===== config.mk =====
export PLATFORM = sky130hd
export DESIGN_NAME = keypad_scanner
export DESIGN_NICKNAME = d
export VERILOG_FILES = /design/src/rtl/keypad_scanner_pkg.sv /design/src/rtl/keypad_scanner_col_scan.sv /design/src/rtl/keypad_scanner.sv
export SDC_FILE = /design/constraint.sdc
export NUM_CORES = 1
export LEC_CHECK = 0
export CAP_MARGIN = 20
export CORE_ASPECT_RATIO = 0.7
export CORE_MARGIN = 3
export CORE_UTILIZATION = 60
export CTS_CLUSTER_DIAMETER = 120
export DETAILED_ROUTE_END_ITERATION = 7
export PLACE_DENSITY = 0.89
export SYNTH_ARGS = -nofsm -noshare
export SYNTH_HDL_FRONTEND = slang
export SYNTH_HIERARCHICAL = 1
export SYNTH_SLANG_ARGS = --single-unit

===== constraint.sdc =====
create_clock -name Clk -period 12.9 [get_ports Clk]
set_clock_uncertainty 0.2 [all_clocks]
set_input_delay 3.225 -clock Clk [delete_from_list [all_inputs] [get_ports Clk]]
set_output_delay 3.225 -clock Clk [all_outputs]
set_load 0.005 [all_outputs]

===== src/rtl/keypad_scanner_pkg.sv =====
// Shared types and the key map for the 4x4 keypad scanner.
// The FSM state and frame-class encodings live here so the top and the bench agree.
package keypad_scanner_pkg;

   typedef enum logic [1:0] {
      ST_IDLE     = 2'd0,
      ST_DEBOUNCE = 2'd1,
      ST_PRESSED  = 2'd2,
      ST_RELEASE  = 2'd3
   } state_t;

   typedef enum logic [1:0] {
      FC_NONE  = 2'd0,
      FC_ONE   = 2'd1,
      FC_MULTI = 2'd2
   } frame_class_t;

   // Nibble (r*4 + c) holds the hex legend printed on key (row r, column c).
   localparam logic [63:0] KEY_MAP = 64'hDEF0_C987_B654_A321;

   // Frame bits are laid out column-major ({col, row}); the key map is row-major.
   function automatic logic [3:0] key_lookup(input logic [3:0] frame_bit);
      logic [5:0] base;
      base = {frame_bit[1:0], frame_bit[3:2], 2'b00};
      return KEY_MAP[base +: 4];
   endfunction

endpackage


===== src/rtl/keypad_scanner_col_scan.sv =====
// Column driver for the keypad: row synchronizer, dwell counter, column rotation
// and the 16-bit raw frame register (active-low, bit 4c+r).
module keypad_scanner_col_scan #(
   parameter int SCAN_DIV = 100000
) (
   input  logic        clk,
   input  logic        srst,
   input  logic [3:0]  row,
   output logic [3:0]  col,
   output logic [15:0] frame,
   output logic        eof
);

   localparam int DW = $clog2(SCAN_DIV);
   localparam logic [DW-1:0] DWELL_LAST = DW'(SCAN_DIV - 1);

   logic [3:0]    sync1_reg;
   logic [3:0]    sync2_reg;
   logic [DW-1:0] dwell_reg;
   logic [1:0]    col_idx_reg;
   logic [3:0]    col_reg;
   logic          eof_reg;
   logic          tick;

   assign tick = (dwell_reg == DWELL_LAST);

   always_ff @(posedge clk) begin
      if (srst) begin
         sync1_reg   <= 4'hF;
         sync2_reg   <= 4'hF;
         dwell_reg   <= '0;
         col_idx_reg <= 2'd0;
         col_reg     <= 4'b1110;
         eof_reg     <= 1'b0;
      end else begin
         sync1_reg <= row;
         sync2_reg <= sync1_reg;
         eof_reg   <= tick && (col_idx_reg == 2'd3);
         if (tick) begin
            dwell_reg   <= '0;
            col_idx_reg <= col_idx_reg + 2'd1;
            col_reg     <= {col_reg[2:0], col_reg[3]};
         end else begin
            dwell_reg <= dwell_reg + DW'(1);
         end
      end
   end

   // One slice per column; a slice is only overwritten while its column is driven.
   generate
      for (genvar gi = 0; gi < 4; gi++) begin : g_slice
         logic [3:0] slice_reg;
         always_ff @(posedge clk) begin
            if (srst) begin
               slice_reg <= 4'hF;
            end else if (tick && (col_idx_reg == 2'(gi))) begin
               slice_reg <= sync2_reg;
            end
         end
         assign frame[4*gi +: 4] = slice_reg;
      end
   endgenerate

   assign col = col_reg;
   assign eof = eof_reg;

endmodule


===== src/rtl/keypad_scanner.sv =====
// 4x4 keypad scanner: classifies each completed frame and debounces press/release
// into a single-cycle key event plus a held flag.
module keypad_scanner
   import keypad_scanner_pkg::*;
#(
   parameter int SCAN_DIV        = 100000,
   parameter int DEBOUNCE_FRAMES = 4
) (
   input  logic       Clk,
   input  logic       Rst,
   input  logic [3:0] Row,
   output logic [3:0] Col,
   output logic [3:0] key_code,
   output logic       key_valid,
   output logic       key_held
);

   localparam int CW = $clog2(DEBOUNCE_FRAMES + 1);
   localparam logic [CW-1:0] CNT_ONE    = CW'(1);
   localparam logic [CW-1:0] CNT_ACCEPT = CW'(DEBOUNCE_FRAMES);

   logic [15:0]  frame;
   logic         eof;
   logic [4:0]   press_count;
   logic [3:0]   press_bit;
   logic [3:0]   hit_code;
   frame_class_t frame_class;

   state_t        state_reg, state_next;
   logic [3:0]    cand_reg, cand_next;
   logic [CW-1:0] cnt_reg, cnt_next;
   logic [CW-1:0] cnt_inc;
   logic [3:0]    code_reg, code_next;
   logic          valid_reg, valid_next;
   logic          held_reg, held_next;

   keypad_scanner_col_scan #(
      .SCAN_DIV (SCAN_DIV)
   ) u_col_scan (
      .clk   (Clk),
      .srst  (Rst),
      .row   (Row),
      .col   (Col),
      .frame (frame),
      .eof   (eof)
   );

   always_comb begin
      press_count = '0;
      press_bit   = '0;
      for (int i = 0; i < 16; i++) begin
         if (!frame[i]) begin
            press_count = press_count + 5'd1;
            press_bit   = 4'(i);
         end
      end
      if (press_count == 5'd0) begin
         frame_class = FC_NONE;
      end else if (press_count == 5'd1) begin
         frame_class = FC_ONE;
      end else begin
         frame_class = FC_MULTI;
      end
   end

   assign hit_code = key_lookup(press_bit);
   assign cnt_inc  = cnt_reg + CNT_ONE;

   always_ff @(posedge Clk) begin
      if (Rst) begin
         state_reg <= ST_IDLE;
         cand_reg  <= 4'h0;
         cnt_reg   <= '0;
         code_reg  <= 4'h0;
         valid_reg <= 1'b0;
         held_reg  <= 1'b0;
      end else begin
         state_reg <= state_next;
         cand_reg  <= cand_next;
         cnt_reg   <= cnt_next;
         code_reg  <= code_next;
         valid_reg <= valid_next;
         held_reg  <= held_next;
      end
   end

   // The candidate is kept as its hex code; the map is one-to-one so this is lossless.
   always_comb begin
      state_next = state_reg;
      cand_next  = cand_reg;
      cnt_next   = cnt_reg;
      code_next  = code_reg;
      valid_next = 1'b0;
      held_next  = held_reg;
      if (eof) begin
         case (state_reg)
            ST_IDLE: begin
               if (frame_class == FC_ONE) begin
                  cand_next = hit_code;
                  cnt_next  = CNT_ONE;
                  if (DEBOUNCE_FRAMES == 1) begin
                     state_next = ST_PRESSED;
                     code_next  = hit_code;
                     valid_next = 1'b1;
                     held_next  = 1'b1;
                  end else begin
                     state_next = ST_DEBOUNCE;
                  end
               end
            end
            ST_DEBOUNCE: begin
               if (frame_class == FC_ONE && hit_code == cand_reg) begin
                  cnt_next = cnt_inc;
                  if (cnt_inc == CNT_ACCEPT) begin
                     state_next = ST_PRESSED;
                     code_next  = cand_reg;
                     valid_next = 1'b1;
                     held_next  = 1'b1;
                  end
               end else if (frame_class == FC_ONE) begin
                  cand_next = hit_code;
                  cnt_next  = CNT_ONE;
               end else begin
                  state_next = ST_IDLE;
               end
            end
            ST_PRESSED: begin
               if (frame_class == FC_NONE) begin
                  cnt_next = CNT_ONE;
                  if (DEBOUNCE_FRAMES == 1) begin
                     state_next = ST_IDLE;
                     held_next  = 1'b0;
                  end else begin
                     state_next = ST_RELEASE;
                  end
               end
            end
            ST_RELEASE: begin
               if (frame_class == FC_NONE) begin
                  cnt_next = cnt_inc;
                  if (cnt_inc == CNT_ACCEPT) begin
                     state_next = ST_IDLE;
                     held_next  = 1'b0;
                  end
               end else begin
                  state_next = ST_PRESSED;
               end
            end
            default: state_next = ST_IDLE;
         endcase
      end
   end

   assign key_code  = code_reg;
   assign key_valid = valid_reg;
   assign key_held  = held_reg;

endmodule


==> results of run 1 <==
[power breakdown]
part / internal [uW] / switching [uW] / total, uW
Combinational: 4.06 / 5.23 / 9.29
Clock: 140 / 80.3 / 220
Sequential: 197 / 1.67 / 199
Total: 341 / 87.2 / 428
[worst paths after layout]
path,slack (ps),start,endpoint,cells after the start
setup reg to reg,2070,u_col_scan/g_slice[0].slice_reg[1],key_code[3],55
hold / removal,220,u_col_scan/sync1_reg[0],u_col_scan/sync2_reg[0],1
setup / recovery,2070,u_col_scan/g_slice[0].slice_reg[1],key_code[3],55
hold reg to reg,220,u_col_scan/sync1_reg[0],u_col_scan/sync2_reg[0],1
[per-stage QoR]
step	utilization	hold WS [ps]	setup WS [ps]
2_1_floorplan	-	189	3410
3_3_place_gp	0.658	193	2920
3_5_place_dp	0.658	194	2230
4_1_cts	0.695	213	2150
5_1_grt	0.697	229	1190
6_report	0.697	217	2070
[critical path, delay by kind of cell, from the launching register on]
kind,cells,cell delay [ps]
AO/OA/AOI/OAI,15,2330
XOR/XNOR,2,450
adder cells (fa/ha/maj),14,4100
buffers and inverters,5,440
flip-flops,1,380
multiplexers,1,270
AND/OR/NAND/NOR,18,2570
[cell families (layout without fill, tap and decap cells)]
family                     Yosys count  count (layout)  synth area share
buffers and inverters               70              82            0.0635
muxes                               10              10            0.0217
and+or+nand+nor                    208             208             0.237
xor gates and xnor gates            68              68             0.174
DFF                                 63              63             0.264
adders and majority gates           26              26            0.0675
AOI/OAI and AO/OA                  122             122             0.173
[Yosys cell counts, types with 9 or more instances]
master / instances / area [um^2]
dfxtp_1: 63 / 1260
nor2_1: 48 / 180
inv_1: 47 / 176
nand2_1: 40 / 150
o21ai_0: 31 / 155
xnor2_1: 27 / 236
ha_1: 25 / 313
a31oi_1: 23 / 144
xor2_1: 22 / 193
nand3_1: 19 / 95.1
a21oi_1: 17 / 85.1
nor2b_1: 15 / 93.8
and2_1: 11 / 68.8
clkbuf_1: 11 / 41.3
mux2i_1: 9 / 90.1
or2_2: 9 / 56.3
[layer usage]
layer  vias to the layer above  global-route usage  wire [um]
li1                       1998                   -          -
met1                      1949               0.326       5100
met2                       130               0.389       4760
met3                        22              0.0384        501
met4                         0              0.0996        221
met5                         -                   0          0
[layout make-up]
type	count	share of cell area
clock buffers	13	0.0497
clock inverters	3	0.00335
inverters	49	0.0351
multi-input cells	434	0.615
flip-flops and latches	63	0.241
well taps	98	0.0234
repair buffers	17	0.0323
==> results.py, run 1 <==
metrics = {
    "power_and_ir_drop": {
        "p_leak_uw": 0.00236,
        "power_density_nw_per_um2": 81.7,
        "vdd_ir_drop_max_v": 0.000100,
        "finalPower_uw": 428,
    },
    "synthesis": {
        "yosysWarnings": 6,
        "syn-num-nets": 598,
        "synth_edf_count": 0,
        "synth_seq_area_share": 0.264,
        "syn-cell-area_um2": 4790,
        "synthCells": 567,
        "ys.flop_type": "dfxtp_1",
        "ys_ff_latch": 63,
        "ys_types": 78,
        "ys_async_sr_fraction": 0,
        "syn_avg_cell_area_um2": 8.44,
    },
    "floorplanning": {
        "core_area_um2": 7510,
        "die_h_um": 80.7,
        "initial_core_util": 0.637,
        "io_pins": 16,
        "fp.dieW_um": 113,
        "rows": 26,
        "die_area_um2": 9100,
    },
    "timing": {
        "setup-tns-final_ps": 0,
        "rsz0062_at_grt": "no",
        "fin_crit_ps": 10830,
        "max-slew-margin-rel": 0.421,
        "drv_slew": 0,
        "finalCritPeriodShare": 0.840,
        "hold_viol": 0,
        "setup-violations-final": 0,
        "max_freq_ghz": 0.0923,
        "worst_pin_slew_ps": 861,
    },
    "cells_and_area": {
        "final_common_cell": "dfxtp_1",
        "stdcell_count": 677,
        "seq_area_um2": 1260,
        "area_delta_synth_final_pct": 9.39,
        "num-nets-final": 605,
        "multi_input_area_um2": 3220,
        "final_cell_mix": "dfxtp_1 (63), nor2_1 (48), inv_1 (47)",
        "largest_reg_flops": 17,
        "n_fill_cell": 552,
        "fin_area_um2": 5240,
        "diodes": 0,
        "drive_gt1_frac": 0.0933,
    },
    "clocking": {
        "clock_sinks": 63,
        "post_cts_resize_count": 0,
        "cts_setup_buffers": 0,
        "clkTransAtPathRegs_ps": 50,
        "ctsHoldBuffers": 0,
        "h-tree-depth": 3,
        "clk_path_buf_depth": 2,
        "cts_tree": "built",
        "cts-buffers-inserted": 9,
        "clock-root-buffer": "clkbuf_16",
        "clk_latency_ps": 330,
    },
    "drt": {
        "drc_errors": 0,
        "viasPerCell": 6.05,
        "routed_wirelength_um": 10600,
        "wl_per_cell_um": 15.6,
        "vias": 4099,
        "firstDrtPassIters": 5,
        "drt-initial-drc-count": 321,
        "ant_nets": 0,
    },
    "critical_path": {
        "endpoint_kind": "register",
        "critPathRequiredTime_ps": 12950,
        "crit_path_frequent_cell": "ha_1",
        "path_max_fanout": 9,
        "arrival_ps": 10880,
        "max_stage_delay_ps": 570,
        "cp-start-kind": "register",
        "crit_path_top_delay_cell": "nor4_4",
        "crit_type": "register to register",
    },
    "global_route": {
        "track_usage": 0.242,
        "antenna_found_initial": 0,
        "grt_overflow": 0,
        "grt_pass1_vias": 3947,
        "grt_max_degree": 40,
        "grt_pass1_wl_um": 18100,
    },
    "placed_design": {
        "dp_hpwl_um": 7630,
        "dpl_cell_area_um2": 4950,
        "portBuffers": 15,
        "finalWeightedCongestion": 0.878,
        "dp.cells": 660,
    },
    "run_status": {
        "status": "completed",
    },
    "flow_run": {
        "drv_cap": 0,
    },
    "hold_path": {
        "hp-class": "register to register",
    },
}
(Power assumes the default switching activity.)
==> run 2: changes to the inputs <==
==> constraint.sdc (replaced) <==
create_clock -name Clk -period 10.85 [get_ports Clk]
set_clock_uncertainty 0.2 [all_clocks]
set_input_delay 2.7125 -clock Clk [delete_from_list [all_inputs] [get_ports Clk]]
set_output_delay 2.7125 -clock Clk [all_outputs]
set_load 0.005 [all_outputs]
==> results.py, run 2 (synthesis results as in run 1) <==
metrics = {
    "clocking": {
        "clock-root-buffer": "clkbuf_16",
        "ctsHoldBuffers": 0,
        "clock_sinks": 63,
        "clk_path_buf_depth": 2,
        "cts_tree": "built",
        "h-tree-depth": 3,
        "clkTransAtPathRegs_ps": 50,
        "cts-buffers-inserted": 9,
        "clk_latency_ps": 330,
    },
    "critical_path": {
        "max_stage_delay_ps": 600,
        "crit_path_top_delay_cell": "dfxtp_1",
        "critPathRequiredTime_ps": 10900,
        "crit_path_frequent_cell": "ha_1",
        "crit_family": "adder cells",
        "path_max_fanout": 11,
        "arrival_ps": 10450,
        "endpoint_kind": "register",
        "timing.critical_path.buf_inv": 4,
        "cp-start-kind": "register",
        "crit_type": "register to register",
    },
    "cells_and_area": {
        "n_fill_cell": 514,
        "num-nets-final": 613,
        "largest_reg_flops": 17,
        "postLayoutCoreUtil": 0.726,
        "final_cell_mix": "dfxtp_1 (63), nor2_1 (46), inv_1 (46)",
        "final_common_cell": "dfxtp_1",
        "drive_gt1_frac": 0.136,
        "fin_area_um2": 5450,
        "diodes": 0,
        "multi_input_area_um2": 3360,
        "area_delta_synth_final_pct": 13.9,
        "seq_area_um2": 1260,
    },
    "global_route": {
        "grt_max_degree": 40,
        "grt_overflow": 0,
        "antenna_found_initial": 0,
        "grt_pass1_vias": 3901,
        "track_usage": 0.246,
        "grt_pass1_wl_um": 18300,
    },
    "power_and_ir_drop": {
        "power_density_nw_per_um2": 97.4,
        "vdd_ir_drop_max_v": 0.000123,
        "p_leak_uw": 0.00242,
    },
    "floorplanning": {
        "rows": 26,
        "io_pins": 16,
        "die_area_um2": 9100,
        "fp.dieW_um": 113,
        "initial_core_util": 0.637,
        "die_h_um": 80.7,
        "core_area_um2": 7510,
    },
    "timing": {
        "drv_slew": 0,
        "worst_pin_slew_ps": 826,
        "max-slew-margin-rel": 0.445,
        "setup-violations-final": 0,
        "fin_hold_ws_ps": 207,
        "fin_crit_ps": 10400,
        "max_freq_ghz": 0.0961,
        "hold_viol": 0,
        "timing.final.ws_setup_ps": 449,
        "finalCritPeriodShare": 0.959,
    },
    "placed_design": {
        "dpl_cell_area_um2": 4950,
        "portBuffers": 15,
        "place_ws_ps": 193,
        "finalWeightedCongestion": 0.878,
        "dp_hpwl_um": 7520,
    },
    "run_status": {
        "status": "completed",
    },
    "drt": {
        "wl_per_cell_um": 16.8,
        "firstDrtPassIters": 5,
        "drt-initial-drc-count": 292,
        "viasPerCell": 6.18,
        "drc_errors": 0,
        "vias": 4235,
        "ant_nets": 0,
        "routed_wirelength_um": 11500,
    },
    "hold_path": {
        "hp-class": "register to register",
    },
    "flow_run": {
        "drv_cap": 0,
    },
}
## run 2: cell types whose count changed in the layout (fill, tap and decap cells not counted), moves of 2 or more
cell / change
a31oi_1: -2
a31oi_2: +2
buf_4: +7
clkbuf_1: -2
nor2_1: -2
nor2_2: +2
o22ai_1: -2
o22ai_2: +2
xnor2_1: -2
xnor2_2: +2
## run 2: what timing repair did
item	CTS	global route
setup buffers	0	7
resized for setup	0	24
endpoints found under the setup margin	0	15
## run 2: per-stage QoR
stage	std cells	power, uW	setup TNS, ps
2_1_floorplan	567	248	0
6_report	685	531	0
3_3_place_gp	660	251	0
3_5_place_dp	660	251	0
4_1_cts	676	530	0
5_1_grt	685	545	-277
## run 2: area by class of cell
type,instances,share of cell area
Clock buffer,10,0.0438
Clock inverter,6,0.0110
Inverter,49,0.0337
Multi-Input combinational cell,435,0.617
Sequential cell,63,0.231
Tap cell,98,0.0225
Timing Repair Buffer,24,0.0406
## run 2: worst reg2reg max path: cells and delay by family (launching register included)
family,cells,cell delay [ps]
multiplexers,2,380
flip-flops,1,600
buffers and inverters,4,310
AND/OR/NAND/NOR,19,2760
AO/OA/AOI/OAI,14,2280
adder cells (fa/ha/maj),13,3750
## run 2: per-layer routing
metal  up-vias  track usage  share of wire
li1       2036            -              -
met1      2024        0.328           0.46
met2       153        0.407           0.46
met3        22       0.0422          0.054
met4         0       0.0840          0.017
met5         -            0              0
## run 2: final timing paths
| check | startpoint | to | slack [ps] | depth (start not counted) |
|---|---|---|---|---|
| worst max-delay path | u_col_scan/g_slice[0].slice_reg[2] | cand_reg[0] | 450 | 52 |
| worst min register to register | u_col_scan/sync1_reg[0] | u_col_scan/sync2_reg[0] | 210 | 1 |
| worst max register to register | u_col_scan/g_slice[0].slice_reg[2] | cand_reg[0] | 450 | 52 |
| worst min-delay path | u_col_scan/sync1_reg[0] | u_col_scan/sync2_reg[0] | 210 | 1 |
## run 2: report_power, final
group | leakage, uW | internal, uW | total, uW | switching (uW)
registers | 0.000511 | 234 | 236 | 2.17
clock network | 0.000144 | 182 | 284 | 102
logic | 0.00177 | 4.83 | 11.0 | 6.22
total | 0.00242 | 421 | 531 | 110
